### src/rtl/vrased_rst_seq_if.sv
// Bundle of the violation/reset/status signals between the VRASED monitors,
// the reset sequencer and the trusted status requester.
interface vrased_rst_seq_if #(
    parameter int NUM_SRC = 6,
    parameter int CNT_W   = 8
);
    logic [NUM_SRC-1:0] viol;
    logic [15:0]        pc;
    logic               clr_req;
    logic               clr_ack;
    logic               sys_rst;
    logic [NUM_SRC-1:0] cause;
    logic [CNT_W-1:0]   viol_cnt;
    logic               busy;

    modport master (
        output viol, pc, clr_req,
        input  clr_ack, sys_rst, cause, viol_cnt, busy
    );

    modport slave (
        input  viol, pc, clr_req,
        output clr_ack, sys_rst, cause, viol_cnt, busy
    );
endinterface

### src/rtl/vrased_rst_seq.sv
// Turns VRASED monitor violations into a stretched, registered core reset,
// records sticky cause bits and a saturating violation count.
module vrased_rst_seq #(
    parameter int          NUM_SRC       = 6,
    parameter int          HOLD_CYCLES   = 8,
    parameter int          WAIT_MAX      = 64,
    parameter int          CNT_W         = 8,
    parameter logic [15:0] RESET_HANDLER = 16'h0000
) (
    input  logic             clk_i,
    input  logic             rst_i,
    vrased_rst_seq_if.slave  bus_io
);

    localparam int HOLD_W = (HOLD_CYCLES > 1) ? $clog2(HOLD_CYCLES) : 1;
    localparam int WAIT_W = $clog2(WAIT_MAX);
    localparam logic [HOLD_W-1:0] HOLD_LOAD = HOLD_W'(HOLD_CYCLES - 1);
    localparam logic [WAIT_W-1:0] WAIT_LAST = WAIT_W'(WAIT_MAX - 1);

    typedef enum logic [1:0] {
        ST_IDLE    = 2'd0,
        ST_HOLD    = 2'd1,
        ST_WAIT_PC = 2'd2
    } state_t;

    state_t             state_q,    state_d;
    logic [HOLD_W-1:0]  hold_cnt_q, hold_cnt_d;
    logic [WAIT_W-1:0]  wait_cnt_q, wait_cnt_d;
    logic               sys_rst_q,  sys_rst_d;
    logic               busy_q,     busy_d;
    logic [NUM_SRC-1:0] cause_q,    cause_d;
    logic [CNT_W-1:0]   viol_cnt_q, viol_cnt_d;
    logic               clr_ack_q,  clr_ack_d;
    logic               clr_lock_q, clr_lock_d;
    logic               clr_fire_s;

    function automatic logic [CNT_W-1:0] sat_inc(input logic [CNT_W-1:0] v);
        logic [CNT_W-1:0] r;
        if (&v) begin
            r = v;
        end else begin
            r = v + CNT_W'(1'b1);
        end
        return r;
    endfunction

    // Next-state, status and handshake logic; clear is applied before the
    // capture so a coincident IDLE->HOLD entry leaves cause=viol, count=1.
    always_comb begin
        state_d    = state_q;
        hold_cnt_d = hold_cnt_q;
        wait_cnt_d = wait_cnt_q;

        clr_fire_s = bus_io.clr_req & ~clr_lock_q & ~clr_ack_q;
        clr_lock_d = bus_io.clr_req & (clr_lock_q | clr_fire_s);
        clr_ack_d  = clr_fire_s;

        if (clr_fire_s) begin
            cause_d    = {NUM_SRC{1'b0}};
            viol_cnt_d = {CNT_W{1'b0}};
        end else begin
            cause_d    = cause_q;
            viol_cnt_d = viol_cnt_q;
        end

        case (state_q)
            ST_IDLE: begin
                if (|bus_io.viol) begin
                    state_d    = ST_HOLD;
                    hold_cnt_d = HOLD_LOAD;
                    cause_d    = cause_d | bus_io.viol;
                    viol_cnt_d = sat_inc(viol_cnt_d);
                end else begin
                    state_d    = ST_IDLE;
                end
            end
            ST_HOLD: begin
                if (hold_cnt_q == {HOLD_W{1'b0}}) begin
                    state_d    = ST_WAIT_PC;
                    wait_cnt_d = {WAIT_W{1'b0}};
                end else begin
                    hold_cnt_d = hold_cnt_q - HOLD_W'(1'b1);
                end
            end
            ST_WAIT_PC: begin
                // Monitors may still flag a stale pc here, so viol is ignored.
                if (bus_io.pc == RESET_HANDLER) begin
                    state_d = ST_IDLE;
                end else if (wait_cnt_q == WAIT_LAST) begin
                    state_d    = ST_HOLD;
                    hold_cnt_d = HOLD_LOAD;
                    viol_cnt_d = sat_inc(viol_cnt_d);
                end else begin
                    wait_cnt_d = wait_cnt_q + WAIT_W'(1'b1);
                end
            end
            default: begin
                state_d = ST_IDLE;
            end
        endcase

        sys_rst_d = (state_d == ST_HOLD);
        busy_d    = (state_d != ST_IDLE);
    end

    // State and output registers.
    always_ff @(posedge clk_i or posedge rst_i) begin
        if (rst_i) begin
            state_q    <= ST_IDLE;
            hold_cnt_q <= {HOLD_W{1'b0}};
            wait_cnt_q <= {WAIT_W{1'b0}};
            sys_rst_q  <= 1'b0;
            busy_q     <= 1'b0;
            cause_q    <= {NUM_SRC{1'b0}};
            viol_cnt_q <= {CNT_W{1'b0}};
            clr_ack_q  <= 1'b0;
            clr_lock_q <= 1'b0;
        end else begin
            state_q    <= state_d;
            hold_cnt_q <= hold_cnt_d;
            wait_cnt_q <= wait_cnt_d;
            sys_rst_q  <= sys_rst_d;
            busy_q     <= busy_d;
            cause_q    <= cause_d;
            viol_cnt_q <= viol_cnt_d;
            clr_ack_q  <= clr_ack_d;
            clr_lock_q <= clr_lock_d;
        end
    end

    assign bus_io.sys_rst  = sys_rst_q;
    assign bus_io.busy     = busy_q;
    assign bus_io.cause    = cause_q;
    assign bus_io.viol_cnt = viol_cnt_q;
    assign bus_io.clr_ack  = clr_ack_q;

endmodule

### src/flat_wrapper.sv
// flat-port wrapper written by rule: the top's interface ports become plain ports
module vrased_rst_seq_flat 
#(
    parameter int          NUM_SRC       = 6,
    parameter int          HOLD_CYCLES   = 8,
    parameter int          WAIT_MAX      = 64,
    parameter int          CNT_W         = 8,
    parameter logic [15:0] RESET_HANDLER = 16'h0000
)
  (clk_i, rst_i, bus_io_viol, bus_io_pc, bus_io_clr_req, bus_io_clr_ack, bus_io_sys_rst, bus_io_cause, bus_io_viol_cnt, bus_io_busy);
  vrased_rst_seq_if #(.NUM_SRC(NUM_SRC), .CNT_W(CNT_W)) bus_io_i ();
  input  logic clk_i;
  input  logic rst_i;
  input wire logic [$bits(bus_io_i.viol)-1:0] bus_io_viol;
  input wire logic [$bits(bus_io_i.pc)-1:0] bus_io_pc;
  input wire logic [$bits(bus_io_i.clr_req)-1:0] bus_io_clr_req;
  output wire logic [$bits(bus_io_i.clr_ack)-1:0] bus_io_clr_ack;
  output wire logic [$bits(bus_io_i.sys_rst)-1:0] bus_io_sys_rst;
  output wire logic [$bits(bus_io_i.cause)-1:0] bus_io_cause;
  output wire logic [$bits(bus_io_i.viol_cnt)-1:0] bus_io_viol_cnt;
  output wire logic [$bits(bus_io_i.busy)-1:0] bus_io_busy;
  assign bus_io_i.viol = bus_io_viol;
  assign bus_io_i.pc = bus_io_pc;
  assign bus_io_i.clr_req = bus_io_clr_req;
  assign bus_io_clr_ack = bus_io_i.clr_ack;
  assign bus_io_sys_rst = bus_io_i.sys_rst;
  assign bus_io_cause = bus_io_i.cause;
  assign bus_io_viol_cnt = bus_io_i.viol_cnt;
  assign bus_io_busy = bus_io_i.busy;
  vrased_rst_seq #(.NUM_SRC(NUM_SRC), .HOLD_CYCLES(HOLD_CYCLES), .WAIT_MAX(WAIT_MAX), .CNT_W(CNT_W), .RESET_HANDLER(RESET_HANDLER)) u_core (.clk_i(clk_i), .rst_i(rst_i), .bus_io(bus_io_i));
endmodule
### config.mk
export PLATFORM = sky130hd
export DESIGN_NAME = vrased_rst_seq_flat
export DESIGN_NICKNAME = d
export VERILOG_FILES = /design/src/rtl/vrased_rst_seq_if.sv /design/src/rtl/vrased_rst_seq.sv /design/src/flat_wrapper.sv
export SDC_FILE = /design/constraint.sdc
export NUM_CORES = 1
export LEC_CHECK = 0
export ABC_AREA = 1
export CAP_MARGIN = 20
export CELL_PAD_IN_SITES_DETAIL_PLACEMENT = 0
export CELL_PAD_IN_SITES_GLOBAL_PLACEMENT = 2
export CORE_ASPECT_RATIO = 0.7
export CORE_MARGIN = 8
export CORE_UTILIZATION = 29
export DETAILED_ROUTE_END_ITERATION = 7
export GPL_ROUTABILITY_DRIVEN = 0
export PLACE_DENSITY_LB_ADDON = 0.1
export SYNTH_ARGS = -nofsm -noshare
export SYNTH_HDL_FRONTEND = slang
export SYNTH_SLANG_ARGS = --single-unit
### constraint.sdc
create_clock -name clk_i -period 2.7 [get_ports clk_i]
set_input_delay 0.405 -clock clk_i [delete_from_list [all_inputs] [get_ports clk_i]]
set_output_delay 0.405 -clock clk_i [all_outputs]
set_load 0.005 [all_outputs]
==> results of run 1 <==
-- routing by layer --
layer / vias to the layer above / part of all wire / track usage
met1: 582 / 0.54 / 0.144
li1: 726 / - / -
met4: 0 / 0.0092 / 0.0302
met3: 5 / 0.063 / 0.0388
met5: - / 0 / 0
met2: 29 / 0.38 / 0.130
-- power groups by stage --
stage,sequential (mW),clock (mW),combinational (mW)
finish,0.719,0.401,0.781
global route,0.744,0.429,0.897
CTS,0.722,0.414,0.798
detailed placement,0.723,0,0.793
global placement,0.728,0,0.795
floorplan,0.712,0,0.490
-- metrics by stage --
stage          instance area [um2]  hold WS (ps)  setup WS (ps)   util  instances
6_report                      2160           490            988  0.413        319
5_1_grt                       2160           530            809  0.413        319
4_1_cts                       2160           497            998  0.413        319
3_5_place_dp                  2060           485            708  0.394        311
3_3_place_gp                  2060           485            739  0.394        311
2_1_floorplan                 1570           476           1310      -        199
-- cell type report --
cell class	instances	area [um2]
Fill cell	547	3070
Sequential cell	29	726
Multi-Input combinational cell	144	729
Tap cell	72	90.1
Timing Repair Buffer	43	425
Clock inverter	1	5.00
Clock buffer	7	96.3
Inverter	23	87.6
-- cells in the mapped netlist --
cell and instances:
nand2_1 59, a21boi_0 2, xor2_1 3, dfrtp_1 29, inv_2 1, nand3_1 20, nor2_2 2, nor3_2 1
nor2_1 22, or2_2 1, a22o_1 4, nand2_2 5, ha_1 3, buf_8 1, nor3_1 3, o21ai_0 8
buf_2 1, o21ai_1 3, inv_1 21, nand3_4 1, nand3b_1 2, nand2_4 2, clkinv_2 1, nand3_2 2
buf_6 1, nand4_1 1
-- worst max-delay path: cells and delay by family --
kind            cells  cell delay [ps]
compound gates      1               70
buf+inv             1              490
simple gates        6              910
-- state kept, by name, indices dropped and copies added (netlist names) --
| register | flops |
|---|---|
| u_core.clr_lock_q | 1 |
| u_core.bus_io.busy | 1 |
| u_core.wait_cnt_q | 6 |
| u_core.hold_cnt_q | 3 |
| u_core.bus_io.clr_ack | 1 |
| u_core.state_q | 2 |
| u_core.bus_io.viol_cnt | 8 |
| u_core.bus_io.cause | 6 |
| u_core.bus_io.sys_rst | 1 |
-- worst paths after layout --
kind                                       startpoint                         to  slack, ps  cells after the start
worst min-delay path                            rst_i       u_core.wait_cnt_q[3]        490                      3
worst max register to register   u_core.wait_cnt_q[0]         u_core.bus_io.busy       1160                      8
worst max-delay path                   bus_io_clr_req  u_core.bus_io.viol_cnt[0]        990                      8
worst min register to register  u_core.bus_io.clr_ack          u_core.clr_lock_q        490                      1
max in group asynchronous                       rst_i      u_core.bus_io.clr_ack       1920                      3
min in group clk_i              u_core.bus_io.clr_ack          u_core.clr_lock_q        490                      1
-- kinds of logic after synthesis --
| family | count (synthesis) |
|---|---|
| compound gates | 17 |
| xor+xnor | 3 |
| buf+inv | 26 |
| simple gates | 121 |
| fa+ha+maj | 3 |
| flops | 29 |
==> flow_results.org, run 1 <==
** Status
- The run finished with clean final reports.

** Floorplan
- Total number of placement rows :: 22
- In this run the count of I/O pins placed on the die edge is 42.
- The floorplan step defined a die boundary enclosing 0.00808 mm2.
- Starting density of the core :: 0.301
- Die X-Extent :: 104 um
- Floorplan die height :: 77.6 um
- Core region area :: ~0.0052 mm2

** Clocking
- Maximum level of the CTS H-tree :: 2
- Hold-fix buffer count after cts :: 0
- The root buffer cell chosen for the clock tree is clkbuf_8.
- Clock-pin slew was measured on the worst setup and hold paths at 70 ps.
- TritonCTS clock tree :: built
- Gates resized during post-CTS repair numbered 0.
- Setup bufs post-CTS :: 0
- Number of clock buffers inserted by TritonCTS :: 5
- CTS saw 29 sinks.
- For the worst-skew pair, the clock arrives at the later sink with an insertion delay of approximately 280 ps.
- Number of buffers on the longest clock path :: 2

** Synth
- Post-synthesis share of cell area spent on xor and xnor gates :: 0.0167
- The portion of synthesized area spent on multiplexers is 0.
- Register bit total from synthesis :: 29
- Post-Syn Area per Cell :: ~8 um2
- During synthesis, Yosys emitted a total of 0 warnings.
- Of the total synthesized cell area, the portion taken by full adders, half adders and majority gates is 0.0238.
- Synthesis produced a netlist whose cell count is between 150 and 200.
- The cell area that synthesis handed to floorplanning was 0.00157 mm2.
- Of the total synthesized cell area, the portion taken by AND, OR, NAND and NOR gates is 0.356.
- Of the post-synthesis cell area, the dominant cell type holds 0.461.
- The synthesized design spends more area on one cell type than any other, namely dfrtp_1.
- Part of the Yosys area used for sequential elements :: 0.461
- By area the synthesized netlist is led by dfrtp_1 (46%), nand2_1 (14%), nand3_1 (6.4%).
- Synthesized-area fraction occupied by ao, oa, aoi and oai cells :: 0.0668
- Combinational family with the most area after synthesis :: simple AND/OR/NAND/NOR gates
- Syn Nets :: 227
- Yosys mapped the design onto 26 distinct sky130hd cell types.

** Power and ir drop
- Dividing total power by cell area gives a power density of 880 mW/mm2.
- Of the total power, combinational logic draws 0.411.
- Of the total power, the share spent switching nets is 0.371.
- Worst ir drop on vdd :: 0.367 mV
- In this run the static leakage power is around 1.0 nW.
- Of the total power, registers draw 0.378.
- The internal portion of the total power is 1.20 mW.
- The share of total power dissipated in the clock network is 0.211.
- Total chip power :: about 1.9 mW
- Summed over all nets, the switching power comes to 0.705 mW.

** Timing
- Hold Fails Final Rpt :: 0
- Pins over their slew limit :: 0
- Slew at the pin closest to its max-slew limit :: 383 ps
- Tightest slew margin relative to the limit :: 0.744
- Worst clock skew :: about 7.5 ps
- Final worst path period need :: 1710 ps
- Setup Total Neg Slack :: 0 ps
- Setup repair after global routing left no endpoint under its margin.
- Number of endpoints failing setup at the final stage :: 0
- Max frequency :: 584 MHz
- Dividing the final minimum period by the clock period gives 0.634.

** Worst hold path
- Type of the tightest min-delay check :: in2async

** Routing
- Total wirelength of the detailed-routed design :: 3820 um
- Number of search-and-repair iterations in the first detailed-routing pass :: 6
- After detailed routing, the number of vias per cell comes to about 4.2.
- Once detail routing completed, the nets flagged for antenna violations numbered 0.
- Starting DRT DRC Count :: 33
- In the routed design, unresolved DRC markers number 0.
- Routed wirelength normalized by instance count :: 12.0 um
- For this block, the via count after detailed routing is 1342.

** Job
- Number of maximum-capacitance violations :: 0

** Layout
- The library cell used most frequently in the layout, excluding fill and tap cells, is nand2_1.
- In the final layout, the share of cells above drive strength 1 is 0.105.
- Net count of the finished layout :: 274
- 0 antenna diodes ended up in the layout.
- In the layout the commonest cells are nand2_1 (59), clkdlybuf4s50_1 (41), dfrtp_1 (29).
- The area growth from synthesis to layout is 37.2%.

** Setup path
- The worst setup path is launched from a primary input.
- Required time of the critical path :: 2860 ps
- In this run the worst path has a maximum fanout of 13.
- Walking the worst path, the cells encountered are clkdlybuf4s50_1 > nand3_2 > nand3_1 > nor2_1 > nand2_1 > nand3_1 > nand2_1 > o21ai_0.
- In this design, the stage delay of the slowest critical-path cell is roughly 500 ps.
- Critical path data arrival time :: 1870 ps
- Worst setup EP type :: register
- Type of the worst setup path :: in2reg
- Cell with the biggest individual delay on the critical path :: clkdlybuf4s50_1

** Global route
- Antenna violations before repair :: 0
- Maximum number of pins on one net before global-route repair :: 30
- Global-route usage over all layers :: 0.0998
- First-pass GRT wire length :: 6700 um
- Global routing finished with a remaining overflow of 0.
- The via count of the first global-routing pass was 1352.

** Placed design
- Count of input and output buffers :: roughly 40
- The HPWL after detailed placement is 2890 um.
No activity file was read; power rests on OpenSTA's default activity.
==> inputs of run 2 (changes only) <==
CORE_UTILIZATION = 27   (was 29)
clock period = 1.6 ns   (was 2.7 ns; I/O delays follow)
==> run 2 against run 1 <==
Against the previous run: largest power group unchanged; sequential cell count did not move; worst setup slack got worse by 860 ps; wire length rose by 11%; clock power rose by 49%; register-to-register slack got worse by 1000 ps; die area rose by 6.1%; largest cell class unchanged; critical path type is now reg2out; final cell count rose by 6.0%.
==> flow_results.org, run 2 (synthesis gave the netlist of run 1 again) <==
** Placed design
- Cell count after placement :: 329 (was 311)
- The total placed instance area is 0.00217 mm2 (was 0.00206 mm2).
- Count of input and output buffers :: 41 (unchanged)
- Placed wire-length estimate after detailed placement :: 3130 um (was 2890 um)
- Worst slack, placed :: -130 ps (was 708 ps)

** Setup path
- The capture point of the worst path is bus_io_viol_cnt[0] (was u_core.bus_io.viol_cnt[0]).
- The kind of end point of the critical path is an output pin (was register).
- The buffers plus inverters on the worst setup path came to 1 (unchanged).
- Critical path startpoint :: u_core.bus_io.viol_cnt[0] (was bus_io_clr_req)
- Cell depth of the worst setup path :: 1 (was 8)
- Startpoint type of the worst setup path :: register (was primary input)
- Worst R2R Setup Slack :: 160 ps (was 1160 ps)
- The worst flop-to-flop path endpoint is u_core.bus_io.viol_cnt[6] (was u_core.bus_io.busy).
- The kind of cell adding the most delay to the critical path is buffers and inverters (was simple AND/OR/NAND/NOR gates).
- Required time of the critical path :: 1360 ps (was 2860 ps)
- The critical path's slowest cell was clkdlybuf4s50_1 (unchanged).
- Worst Reg-to-Reg Cells :: 8 (unchanged)
- The data arrival time at the worst-slack endpoint was 1240 ps (was 1870 ps).
- Ordered list of cells on the worst path: clkdlybuf4s50_1 (was clkdlybuf4s50_1 > nand3_2 > nand3_1 > nor2_1 > nand2_1 > nand3_1 > nand2_1 > o21ai_0).
- Worst Path Max Fanout :: 4 (was 13)
- The critical path class is reg2out (was in2reg).
- The highest cell delay on the worst timing path was 530 ps (was 490 ps).
- The startpoint of the worst-slack reg-to-reg timing path is u_core.wait_cnt_q[1] (was u_core.wait_cnt_q[0]).

** Layout
- Non-filler cells, final :: 338 (was 319)
- Area Overhead vs Synth :: 45.3% (was 37.2%)
- The antenna diode instance count came to 0 (unchanged).
- Non-Filler Cell Area, Final :: 0.00229 mm2 (was 0.00216 mm2)
- Most frequent cells in the layout :: nand2_1 (58), clkdlybuf4s50_1 (41), dfrtp_1 (29) (was nand2_1 (59), clkdlybuf4s50_1 (41), dfrtp_1 (29))
- Layout cells sized above 1 :: 0.163 (was 0.105)
- The most frequent standard cell in the layout excluding fill and tap cells was nand2_1 (unchanged).
- Net count of the finished layout :: 291 (was 274)
- The flip-flop count of the largest register, all copies and words added came to 8 (unchanged).

** Timing
- The worst setup margin was 124 ps (was 988 ps).
- The post-route clock skew was 6.20 ps (was 7.46 ps).
- The relative slew slack was 0.738 (was 0.744).
- Final worst path period need :: between 1000 and 1500 ps
- The final count of hold timing violations is 0 (unchanged).
- Slew at the pin closest to its max-slew limit :: 393 ps (was 383 ps)
- Unrepaired setup endpoints after global routing: true (was false).
- Worst slack on hold paths :: 344 ps (was 490 ps)
- Pins over their slew limit :: 0 (unchanged)
- Of the available clock period, the critical path in the final layout requires 0.922.
- Setup Total Neg Slack :: 0 ps (unchanged)
- The total setup violations reported at the end of the flow was 0 (unchanged).
- Static timing analysis puts the maximum clock frequency at 678 MHz.

** Routing
- Number of routed nets with antenna violations :: 0 (unchanged)
- Routed via count :: 1421 (was 1342)
- # DRC :: 0 (unchanged)
- Starting DRT DRC Count :: 76 (was 33)
- The detailed-router iteration count before antenna repair came to 4 (was 6).
- Total wirelength of the detailed-routed design :: 4250 um (was 3820 um)
- Average via count per standard cell :: 4.20 (was 4.21)
- The detail-routed net length per standard cell is 12.6 um (was 12.0 um).

** Floorplan
- The placement row count is 23 (was 22).
- The area of the die came to 0.00857 mm2 (was 0.00808 mm2).
- Floorplan die height :: 79.9 um (was 77.6 um)
- The x dimension of the die was 107 um (was 104 um).
- The effective utilization at floorplan was 0.278 (was 0.301).
- The I/O pin count is 42 (unchanged).
- The core outline area came to 0.00567 mm2 (was 0.00523 mm2).

** Clocking
- The TritonCTS clock tree is built (unchanged).
- The clock insertion delay at the later pin of the skew report came to 270 ps (was 280 ps).
- Number of clock buffers inserted by TritonCTS :: 5 (unchanged)
- The clock-pin slew on the worst setup and hold paths was 60 ps (was 70 ps).
- The clock tree root buffer cell is clkbuf_8 (unchanged).
- Number of buffers on the longest clock path :: 2 (unchanged)
- The maximum level of the CTS H-tree is 2 (unchanged).
- The total number of clock tree sinks was 29 (unchanged).

** Global route
- Antenna violations before repair :: 0 (unchanged)
- The via count of the first global-routing pass came to 1381 (was 1352).
- The highest-utilization routing layer at the global route stage was met1 (unchanged).
- Global-route usage over all layers :: 0.103 (was 0.0998)
- Global-route met1 utilization :: 0.147 (was 0.144)
- Total congestion overflow after global routing :: 0 (unchanged)
- The wire length of the first global-routing pass was 6910 um (was 6700 um).
- Maximum number of pins on one net before global-route repair :: 30 (unchanged)
- The met2 capacity usage during global routing was 0.126 (was 0.130).
- The met3 layer usage reported by global route came to 0.0565 (was 0.0388).

** Power and ir drop
- The power density over the cells came to 1470 mW/mm2 (was 880 mW/mm2).
- Worst ir drop on vdd :: 0.651 mV (was 0.367 mV)
- The leakage dissipation is 1.11 nW (was 1.04 nW).

** Job
- The count of maximum capacitance violations is 0 (unchanged).

** Status
- Status: finished, final reports clean (unchanged).

** Worst hold path
- Type of the tightest min-delay check :: in2async (unchanged)
run 2: worst min-delay path by stage:
| stage | startpoint | to | slack [ps] | depth (start not counted) |
|---|---|---|---|---|
| floorplan | rst_i | u_core.bus_io.busy | 320 | 1 |
| global placement | u_core.bus_io.cause[1] | u_core.bus_io.cause[1] | 490 | 1 |
| detailed placement | u_core.bus_io.cause[4] | u_core.bus_io.cause[4] | 480 | 2 |
| CTS | rst_i | u_core.bus_io.cause[4] | 350 | 3 |
| global route | rst_i | u_core.bus_io.cause[4] | 400 | 3 |
| finish | rst_i | u_core.bus_io.viol_cnt[5] | 340 | 3 |
run 2: what timing repair did:
| item | 4_1_cts | 5_1_grt |
|---|---|---|
| resized for setup | 0 | 3 |
| hold buffers | 0 | 0 |
| buffers inserted | 0 | 1 |
| endpoints found under the setup margin | 0 | 5 |
run 2: worst register-to-register path, stage by stage (launching register included):
cell and delay [ps]:
dfrtp_1 390, ha_2 200, nand2_2 70, nor3_2 140
nand2_2 160, nand2_4 170, nand3_1 90, nand2_1 90
inv_1 40
run 2: through the flow:
| step | utilization | total power, mW |
|---|---|---|
| floorplan | - | 2.03 |
| global placement | 0.384 | 2.74 |
| detailed placement | 0.384 | 2.70 |
| CTS | 0.399 | 3.33 |
| global route | 0.403 | 3.69 |
| finish | 0.403 | 3.36 |
run 2: area by class of cell:
| class | count | area (um2) |
|---|---|---|
| fillers | 580 | 3380 |
| multi-input cells | 145 | 748 |
| flip-flops and latches | 29 | 726 |
| repair buffers | 59 | 546 |
| well taps | 75 | 93.8 |
| inverters | 23 | 87.6 |
| clock buffers | 7 | 86.3 |
run 2: where the power goes:
| group | switching (mW) | internal [mW] |
|---|---|---|
| sequential | 0.204 | 1.01 |
| combinational | 0.797 | 0.752 |
| clock | 0.259 | 0.341 |
run 2: routing by layer:
layer / part of all wire / up-vias
met2: 0.35 / 41
li1: - / 756
met4: 0.0038 / 0
met5: 0 / -
met1: 0.54 / 622
met3: 0.11 / 2
